`config.mk`:
```
export PLATFORM = sky130hd
export DESIGN_NAME = store_write_combine_buffer
export DESIGN_NICKNAME = d
export VERILOG_FILES = /design/src/rtl/store_write_combine_buffer.sv
export SDC_FILE = /design/constraint.sdc
export NUM_CORES = 1
export LEC_CHECK = 0
export CAP_MARGIN = 20
export CORE_MARGIN = 2
export CORE_UTILIZATION = 41
export CTS_BUF_LIST = sky130_fd_sc_hd__clkbuf_2
export DETAILED_ROUTE_END_ITERATION = 8
export REMOVE_ABC_BUFFERS = 1
export SETUP_SLACK_MARGIN = 0.15
export SKIP_CTS_REPAIR_TIMING = 1
export SYNTH_ARGS = -nofsm -noshare
export SYNTH_HDL_FRONTEND = slang
export SYNTH_SLANG_ARGS = --single-unit
```
`constraint.sdc`:
```
create_clock -name clk -period 8.4 [get_ports clk]
set_clock_uncertainty 0.1 [all_clocks]
set_input_delay 1.68 -clock clk [delete_from_list [all_inputs] [get_ports clk]]
set_output_delay 1.68 -clock clk [all_outputs]
set_load 0.005 [all_outputs]
```
`src/rtl/store_write_combine_buffer.sv`:
```
// rtl/store_write_combine_buffer.sv - line-merging store buffer between store retirement and the DCache write port
// Circular FIFO of line entries; cacheable stores merge into the youngest eligible same-line entry.
module store_write_combine_buffer #(
   parameter  int ENTRY_NUM  = 4,
   parameter  int LINE_BYTE  = 16,
   parameter  int ADDR_WIDTH = 32,
   parameter  int HIGH_WATER = 3,
   parameter  int AGE_LIMIT  = 15,
   parameter  int RETRY_WAIT = 4,
   localparam int OFF_W      = $clog2(LINE_BYTE),
   localparam int LINE_W     = ADDR_WIDTH - OFF_W,
   localparam int DATA_W     = LINE_BYTE * 8,
   localparam int CNT_W      = $clog2(ENTRY_NUM + 1)
) (
   input  logic                  clk,
   input  logic                  rst,
   input  logic                  inValid,
   output logic                  inReady,
   input  logic                  inUncachable,
   input  logic [LINE_W-1:0]     inLineAddr,
   input  logic [DATA_W-1:0]     inData,
   input  logic [LINE_BYTE-1:0]  inByteWE,
   input  logic                  flush,
   output logic                  dcWriteReq,
   input  logic                  dcWriteReqAck,
   input  logic                  dcWriteHit,
   output logic [ADDR_WIDTH-1:0] dcWriteAddr,
   output logic [DATA_W-1:0]     dcWriteData,
   output logic [LINE_BYTE-1:0]  dcWriteByteWE,
   output logic                  dcWriteUncachable,
   output logic                  empty,
   output logic [CNT_W-1:0]      count
);
   localparam int PTR_W = $clog2(ENTRY_NUM);
   localparam int AGE_W = $clog2(AGE_LIMIT + 1);
   localparam int RTY_W = $clog2(RETRY_WAIT + 1);

   typedef enum logic [1:0] {S_IDLE, S_REQ, S_RETRY} state_t;

   state_t               state_q, state_d;
   logic [PTR_W-1:0]     head_q, head_d, tail_q, tail_d;
   logic [CNT_W-1:0]     count_q, count_d;
   logic [AGE_W-1:0]     age_q, age_d;
   logic [RTY_W-1:0]     retry_q, retry_d;
   logic                 valid_q [ENTRY_NUM];
   logic                 valid_d [ENTRY_NUM];
   logic                 unc_q   [ENTRY_NUM];
   logic                 unc_d   [ENTRY_NUM];
   logic [LINE_W-1:0]    line_q  [ENTRY_NUM];
   logic [LINE_W-1:0]    line_d  [ENTRY_NUM];
   logic [DATA_W-1:0]    data_q  [ENTRY_NUM];
   logic [DATA_W-1:0]    data_d  [ENTRY_NUM];
   logic [LINE_BYTE-1:0] we_q    [ENTRY_NUM];
   logic [LINE_BYTE-1:0] we_d    [ENTRY_NUM];

   logic             tgt_found, unc_seen, do_merge, do_alloc, do_pop, head_unc;
   logic [PTR_W-1:0] tgt_idx;

   function automatic logic [PTR_W-1:0] wrap_add(input logic [PTR_W-1:0] p, input int k);
      int s;
      s = int'(p) + k;
      if (s >= ENTRY_NUM) s = s - ENTRY_NUM;
      return PTR_W'(s);
   endfunction

   // Walk youngest to oldest; an uncachable entry blocks merging into anything older.
   always_comb begin
      tgt_found = 1'b0;
      tgt_idx   = '0;
      unc_seen  = 1'b0;
      for (int k = ENTRY_NUM - 1; k >= 0; k--) begin
         if (valid_q[wrap_add(head_q, k)]) begin
            if (unc_q[wrap_add(head_q, k)]) begin
               unc_seen = 1'b1;
            end else if (!unc_seen && !tgt_found &&
                         line_q[wrap_add(head_q, k)] == inLineAddr &&
                         !(k == 0 && state_q != S_IDLE)) begin
               tgt_found = 1'b1;
               tgt_idx   = wrap_add(head_q, k);
            end
         end
      end
   end

   assign head_unc = unc_q[head_q];
   assign inReady  = !flush && ((tgt_found && !inUncachable) || (count_q < CNT_W'(ENTRY_NUM)));
   assign do_merge = inValid && inReady && tgt_found && !inUncachable;
   assign do_alloc = inValid && inReady && !do_merge;

   always_comb begin
      state_d = state_q;
      retry_d = retry_q;
      do_pop  = 1'b0;
      case (state_q)
         S_IDLE: begin
            if (count_q != '0 && (count_q >= CNT_W'(HIGH_WATER) || flush || head_unc ||
                                  age_q >= AGE_W'(AGE_LIMIT)))
               state_d = S_REQ;
         end
         S_REQ: begin
            if (dcWriteReqAck) begin
               if (dcWriteHit || head_unc) begin
                  do_pop  = 1'b1;
                  state_d = S_IDLE;
               end else begin
                  state_d = S_RETRY;
                  retry_d = RTY_W'(RETRY_WAIT);
               end
            end
         end
         S_RETRY: begin
            retry_d = retry_q - RTY_W'(1);
            if (retry_q <= RTY_W'(1)) state_d = S_REQ;
         end
         default: state_d = S_IDLE;
      endcase
   end

   always_comb begin
      valid_d = valid_q;
      unc_d   = unc_q;
      line_d  = line_q;
      data_d  = data_q;
      we_d    = we_q;
      head_d  = head_q;
      tail_d  = tail_q;
      if (do_merge) begin
         for (int b = 0; b < LINE_BYTE; b++)
            if (inByteWE[b]) data_d[tgt_idx][b*8 +: 8] = inData[b*8 +: 8];
         we_d[tgt_idx] = we_q[tgt_idx] | inByteWE;
      end
      // Allocation only sees space that existed at the start of the cycle.
      if (do_alloc) begin
         valid_d[tail_q] = 1'b1;
         unc_d[tail_q]   = inUncachable;
         line_d[tail_q]  = inLineAddr;
         data_d[tail_q]  = inData;
         we_d[tail_q]    = inByteWE;
         tail_d          = wrap_add(tail_q, 1);
      end
      if (do_pop) begin
         valid_d[head_q] = 1'b0;
         head_d          = wrap_add(head_q, 1);
      end
      count_d = count_q + CNT_W'(do_alloc) - CNT_W'(do_pop);
      age_d   = age_q;
      if (do_pop || count_q == '0)
         age_d = '0;
      else if (state_q == S_IDLE && age_q < AGE_W'(AGE_LIMIT))
         age_d = age_q + AGE_W'(1);
   end

   always_ff @(posedge clk or negedge rst) begin
      if (!rst) begin
         state_q <= S_IDLE;
         head_q  <= '0;
         tail_q  <= '0;
         count_q <= '0;
         age_q   <= '0;
         retry_q <= '0;
         for (int i = 0; i < ENTRY_NUM; i++) begin
            valid_q[i] <= 1'b0;
            unc_q[i]   <= 1'b0;
            line_q[i]  <= '0;
            data_q[i]  <= '0;
            we_q[i]    <= '0;
         end
      end else begin
         state_q <= state_d;
         head_q  <= head_d;
         tail_q  <= tail_d;
         count_q <= count_d;
         age_q   <= age_d;
         retry_q <= retry_d;
         valid_q <= valid_d;
         unc_q   <= unc_d;
         line_q  <= line_d;
         data_q  <= data_d;
         we_q    <= we_d;
      end
   end

   assign dcWriteReq        = (state_q == S_REQ);
   assign dcWriteAddr       = dcWriteReq ? {line_q[head_q], {OFF_W{1'b0}}} : '0;
   assign dcWriteData       = dcWriteReq ? data_q[head_q] : '0;
   assign dcWriteByteWE     = dcWriteReq ? we_q[head_q] : '0;
   assign dcWriteUncachable = dcWriteReq ? unc_q[head_q] : 1'b0;
   assign count             = count_q;
   assign empty             = (count_q == '0);
endmodule

```
# After elaboration in Yosys (flattened, before gate mapping)
# Index checks and enable logic that the tools add are counted.
[op_classes]
n_addsub = 13
mul = 0
div_mod_pow = 0
order_cmp = 28
n_eq_ne = 10
shifts = 0
muxes = 217
n_bitwise = 19
n_reduce_logical = 42
[ops]
columns = ["cell", "count"]
rows = [
  ["$mux W512", 33],
  ["$bwmux W512", 17],
  ["$demux W128 S2", 17],
  ["$mux W128", 5],
  ["$mux W28", 11],
  ["$bmux W28 S2", 5],
  ["$bmux W128 S2", 1],
  ["$mux W64", 3],
  ["$bwmux W64", 2],
  ["$mux W16", 8],
  ["$mux W120", 1],
  ["$bwmux W112", 1],
  ["$eq A28 B28 Y1", 4],
  ["$mux W112", 1],
  ["$mux W104", 1],
  ["$mux W96", 1],
  ["$mux W88", 1],
  ["$mux W80", 1],
  ["$mux W72", 1],
  ["$mux W2", 33],
  ["$bmux W16 S2", 2],
  ["$demux W16 S2", 2],
  ["$mux W32", 2],
  ["$ge A3 B3 Y1 const B", 19],
  ["other kinds (45)", 157],
]
[totals]
reg_bits = 712
latchBits = 0
ramBits = 0
romBits = 0
output_inout_bits = 183
mem_count = 0

# Longest topological paths before layout
[logic_depth]
word_depth = 96
ltp_mapped = 25
mapped_depth_nobuf = 14

# Worst setup path before layout
# OpenSTA, ideal clock, no wires.
[synth_path]
path_kind = "register to output"
startpoint = "register head_q[0]"
endpoint = "output inReady"
arrival_ns = 4.713
slack_ns = 1.907
stages_incl_launch_ff = 22
n_path_buf = 12
cell_sequence = "dfrtp_1 -> buf_6 -> buf_12 -> buf_6 -> buf_6 -> buf_2 -> clkinv_1 -> ha_1 -> buf_4 -> buf_4 -> buf_2 -> buf_2 -> mux4_2 -> xnor2_1 -> nand4_1 -> nor2_1 -> and4_1 -> o41ai_2 -> clkbuf_1 -> buf_2 -> buf_2 -> a21oi_1"
[synth_between]
elab_chain_len = 35
word_cells_on_any_way = 113
cone_classes = "7 x add/sub; 4 x order compare; 4 x eq/ne; 70 x mux; 12 x bitwise; 16 x reduce/logical"
[synth_rtl]
columns = ["element", "line_no", "text"]
rows = [
  ["from (decl)", "41", "logic [PTR_W-1:0] head_q, head_d, tail_q, tail_d;"],
  ["from (signal assigned)", "156", "head_q <= '0;"],
  ["from (signal assigned)", "170", "head_q <= head_d;"],
  ["$add A2 B2 Y3", "61", "s = int'(p) + k;"],
  ["$ge A3 B3 Y1 / $sub A2 B1 Y2 (equally long branches)", "62", "if (s >= ENTRY_NUM) s = s - ENTRY_NUM;"],
  ["$mux W2", "62", ""],
  ["$mux W2", "73", "if (unc_q[wrap_add(head_q, k)]) begin"],
  ["$mux W2", "72", "if (valid_q[wrap_add(head_q, k)]) begin"],
  ["$not A2 Y3 (implied by the code)", "76", "line_q[wrap_add(head_q, k)] == inLineAddr &&"],
  ["$bmux W28 S2", "76", ""],
  ["$mux W28 (implied by the code) (2 in series)", "76", ""],
  ["[17 not listed]", "n/a", ""],
  ["$logic_and A1 B1 Y1 (2 in series)", "75", "end else if (!unc_seen && !tgt_found &&"],
  ["$logic_and A1 B1 Y1", "76", ""],
  ["$mux W1", "75", ""],
  ["$mux W1", "73", ""],
  ["$mux W1 *", "72", ""],
  ["$logic_and A1 B1 Y1 *", "86", "assign inReady = !flush && ((tgt_found && !inUncachable) || (count_q < CNT_W'(ENTRY_NUM)));"],
  ["$logic_or A1 B1 Y1 *", "86", ""],
  ["$logic_and A1 B1 Y1 *", "86", ""],
  ["to (decl)", "18", "output logic inReady,"],
]
# Every way passes the cells marked *; elsewhere a longest branch is shown, timed or not. The select of a mux whose other input is x is not followed.

# Worst setup path after layout
[layout_path]
startpoint = "register head_q[1]"
endpoint = "output inReady"
# Same word-level chain as after synthesis.

==> metrics.sh <==
CAP_VIOLATIONS=0
IO_BUFFER_COUNT=357
DRC=0
DIEAREA_UM2=108000
PLACE_WORST_SETUP_SLACK_PS=1690
OUTCOME='finished clean'
CTS_ROOT_CELL='sky130_fd_sc_hd__clkbuf_2'
CRITICAL_PATH.ENDPOINT_TYPE='output port'
SYNTH_CELL_TYPE_COUNT=78
CRITICAL_PATH_PEAK_FANOUT=98
FINAL_PERIOD_MINUS_WORST_SETUP_SLACK_PS=7860
WORST-ENDPOINT-REQUIRED_PS=6620
CLOCK_INSERTION_DELAY_WORST_SKEW_PS=1530
POST_ROUTE_CELLS_DRIVE_ABOVE_1_SHARE_PCT=21.8
CLKTRANSATPATHREGS_PS=100
FRACTION_OF_THE_YOSYS_AREA_TAKEN_BY_SEQUENTIAL_CELLS_PCT=41.1
SYNTH_ENABLE_FLOP_CELLS=0
ROUTED.TOP_LAYER='met5'
LAYOUT_WORST_PATH_CYCLE_SHARE_PCT=93.6
SYNTH_CELLS=4021
DETAIL_ROUTE.FIRST_PASS.ITERATIONS=6
TIMING.SETUP.TNS_PS=0
CP_SLOWEST_STAGE_DELAY_PS=640
SYNTHDOMINANTCELLAREASHARE_PCT=41.1
WL_MET2_UM=68900
FLOORPLAN.DIE.WIDTH_UM=329
AREA_GROWTH_PCT=14.9
DETAILED_ROUTE_ITER0_VIOLATIONS=3568
INITIAL_UTILIZATION_PCT=41.2
DETAILROUTE.VIA_COUNT=36200
PIN_COUNT=362
SYNTH_FF_TYPE='sky130_fd_sc_hd__dfrtp_1'
CLOCKBUFFERDEPTH=3
TIMING_HOLD_VIOLATIONS_FINAL=0
PATH_CLASS='reg -> out'
GLOBALROUTETOTALUTIL_PCT=27.0
CRITICAL_PATH.N_BUFFERS_INVERTERS=3
NUM-FILL-CELLS=9775
FINALINSTANCEAREA_UM2=49800
WL_MET1_UM=62200
VIAS_PER_CELL=6.22
DIE-HEIGHT_UM=329
WL_MET3_UM=12800
CRIT_CHAIN='buf_12, buf_6, mux4_2, xnor2_1, nand4_1, or2_2, nor3_1, o41ai_4, a21oi_1, clkdlybuf4s50_1'
GRT_ANTENNA_BEFORE_REPAIR=15
FINAL-MAX-SLEW-VIOLATION-COUNT=0
WIRELENGTH_UM=148000
DP_HPWL_UM=90300
TIMING.CRITICAL_PATH.SLOWEST_STAGE_CELL='sky130_fd_sc_hd__dfrtp_4'
SYN_AREA_UM2=43300
STD_CELL_ROWS=119
FIN_UTIL_PCT=47.4
HTREE_LEVELS=4
FINALNETCOUNT=4474
ANTENNA_VIOLATING_NETS_POST_ROUTE=0
RSZ0062_AT_GRT='false'
CRITICAL_PATH_STAGES=10
CELLPOWERDENSITY_nW_PER_UM2=365
YS_WARN_COUNT=0
TIMING.REG2REG.WORST_PATH_DEPTH=14
SYNTH-SEQ-CELLS=712
FINALPOWER_W=0.0182
CRIT_PATH_MAX_DELAY_FAMILY='buffers and inverters'
GLOBALROUTE.TOTALOVERFLOW=0
WORSTMARGINPINSLEW_PS=1150
SETUP_VIOL_COUNT_FINAL=0
SHARE_OF_FLIP_FLOPS_WITH_AN_ASYNCHRONOUS_SET_OR_RESET_AFTER_SYNTHESIS_PCT=100
CRITICAL_PATH_STARTPOINT_CATEGORY='flop'
GRT_MAX_DEGREE=164
LAYOUT.AREA.SEQ_UM2=17800
POWER.STATIC_LEAKAGE_nW=20.6
CLOCK_SINK_COUNT=712
SYNTHDOMINANTAREACELLTYPE='sky130_fd_sc_hd__dfrtp_1'
COREAREA_UM2=105000
TRITONCTS.NUM_BUFFERS=194
DRT-WIRELENGTH-PER-CELL_UM=25.5
CTS_TREE='built'
DETAILED_PLACE.AREA_UM2=47900
MAX-SLEW-MARGIN-REL_PCT=23.4
MULTI_INPUT_AREA_UM2=23100
FINALWEIGHTEDCONGESTION=0.985
SYNTH_AREA_LEADERS='sky130_fd_sc_hd__dfrtp_1, sky130_fd_sc_hd__mux4_2, sky130_fd_sc_hd__mux2_2'
MAX_CLOCK_FREQ_MHz=127
FINALWORSTSETUPSLACK_PS=535
SYN_AREA_PER_CELL_UM2=10.8
VDD_IR_DROP_MAX_mV=0.315
WORSTHOLDPATHTYPE='in -> async'
VIAS_IN_THE_FIRST_GLOBAL_ROUTE=36400
GRT_PASS1_WL_UM=226000
CRITICAL_PATH_ARRIVAL_PS=6080
sequential cells by signal (all words and copies together) (netlist names):
name     flops
count        3
retry_q      3
valid_q      4
tail_q       2
head_q       2
data_q     512
age_q        4
state_q      2
line_q     112
unc_q        4
we_q        64
path summary, 6_finish.rpt:
path	slack [ps]	from	end
hold reg to reg	390	data_q[121]	data_q[121]
setup reg to reg	1930	head_q[1]	data_q[454]
setup / recovery	540	head_q[1]	inReady
max in group asynchronous	6310	rst	line_q[94]
hold / removal	150	rst	data_q[348]
min in group clk	390	data_q[121]	data_q[121]
cell usage in the layout (no fill, tap or decap), drive strengths merged, types with 64 or more instances in the layout:
master,instances
dfrtp,712
nand2,472
clkdlybuf4s50,356
mux2,314
clkbuf,292
inv,273
mux4,261
o21ai,247
and2,177
a22oi,163
o211ai,146
a31oi,129
nor3,119
o221ai,113
a32oi,112
xnor2,110
buf,64
report_power, final:
group	leakage (nW)	internal, W	switching (W)	total (W)
combinational	11.0	0.00516	0.00456	0.00971
clock	1.36	0.00101	0.00161	0.00262
sequential	8.28	0.00482	0.00101	0.00583
per-stage QoR:
| stage | std cells | hold slack (ps) |
|---|---|---|
| after detailed placement | 5469 | 371 |
| final | 5824 | 151 |
| after global routing | 5823 | 35.8 |
| after CTS | 5815 | -38.5 |
| after floorplan | 3660 | 352 |
| after global placement | 5467 | 362 |
cells in the mapped netlist (all sizes together), types with 5 or more instances:
master,count
dfrtp,712
nand2,472
mux2,314
inv,266
mux4,261
o21ai,247
clkbuf,242
and2,177
a22oi,163
o211ai,146
a31oi,129
buf,122
nor3,119
o221ai,113
a32oi,112
xnor2,110
nand4,61
nand3,45
mux2i,39
nor2,28
ha,18
a22o,15
clkinv,14
nor4,10
a21oi,8
o2111ai,5
per-layer routing:
| layer | track usage (%) | vias up |
|---|---|---|
| met5 | 0 | - |
| met1 | 37.1 | 18400 |
| met4 | 10.1 | 16 |
| met3 | 6.17 | 305 |
| met2 | 42.0 | 1816 |
| li1 | - | 15700 |
logic make-up (layout without fill, tap and decap cells):
family,count (synthesis),in the layout,share of synthesized area (%)
and+or+nand+nor,944,944,10.5
AOI/OAI and AO/OA,974,974,16.6
other,1,11,0.00865
DFF,712,712,41.1
muxes,614,614,22.8
xor gates and xnor gates,113,113,2.28
adders and majority gates,19,19,0.566
buffers and inverters,644,1046,6.15
worst register-to-register path, delay by kind of cell (launching register included):
kind	cells	cell delay (ps)
AOI/OAI and AO/OA	3	840
xor gates and xnor gates	1	180
buffers and inverters	5	2600
DFF	1	640
muxes	1	660
and+or+nand+nor	4	1390
layout make-up:
class	count	share of cell area, %
Antenna cell	7	0.0352
Inverter	280	2.11
Multi-Input combinational cell	2668	46.3
Tap cell	1391	3.49
Sequential cell	712	35.8
Clock buffer	292	2.93
Timing Repair Buffer	420	8.64
Clock inverter	54	0.653
No activity file was read; power rests on OpenSTA's default activity.
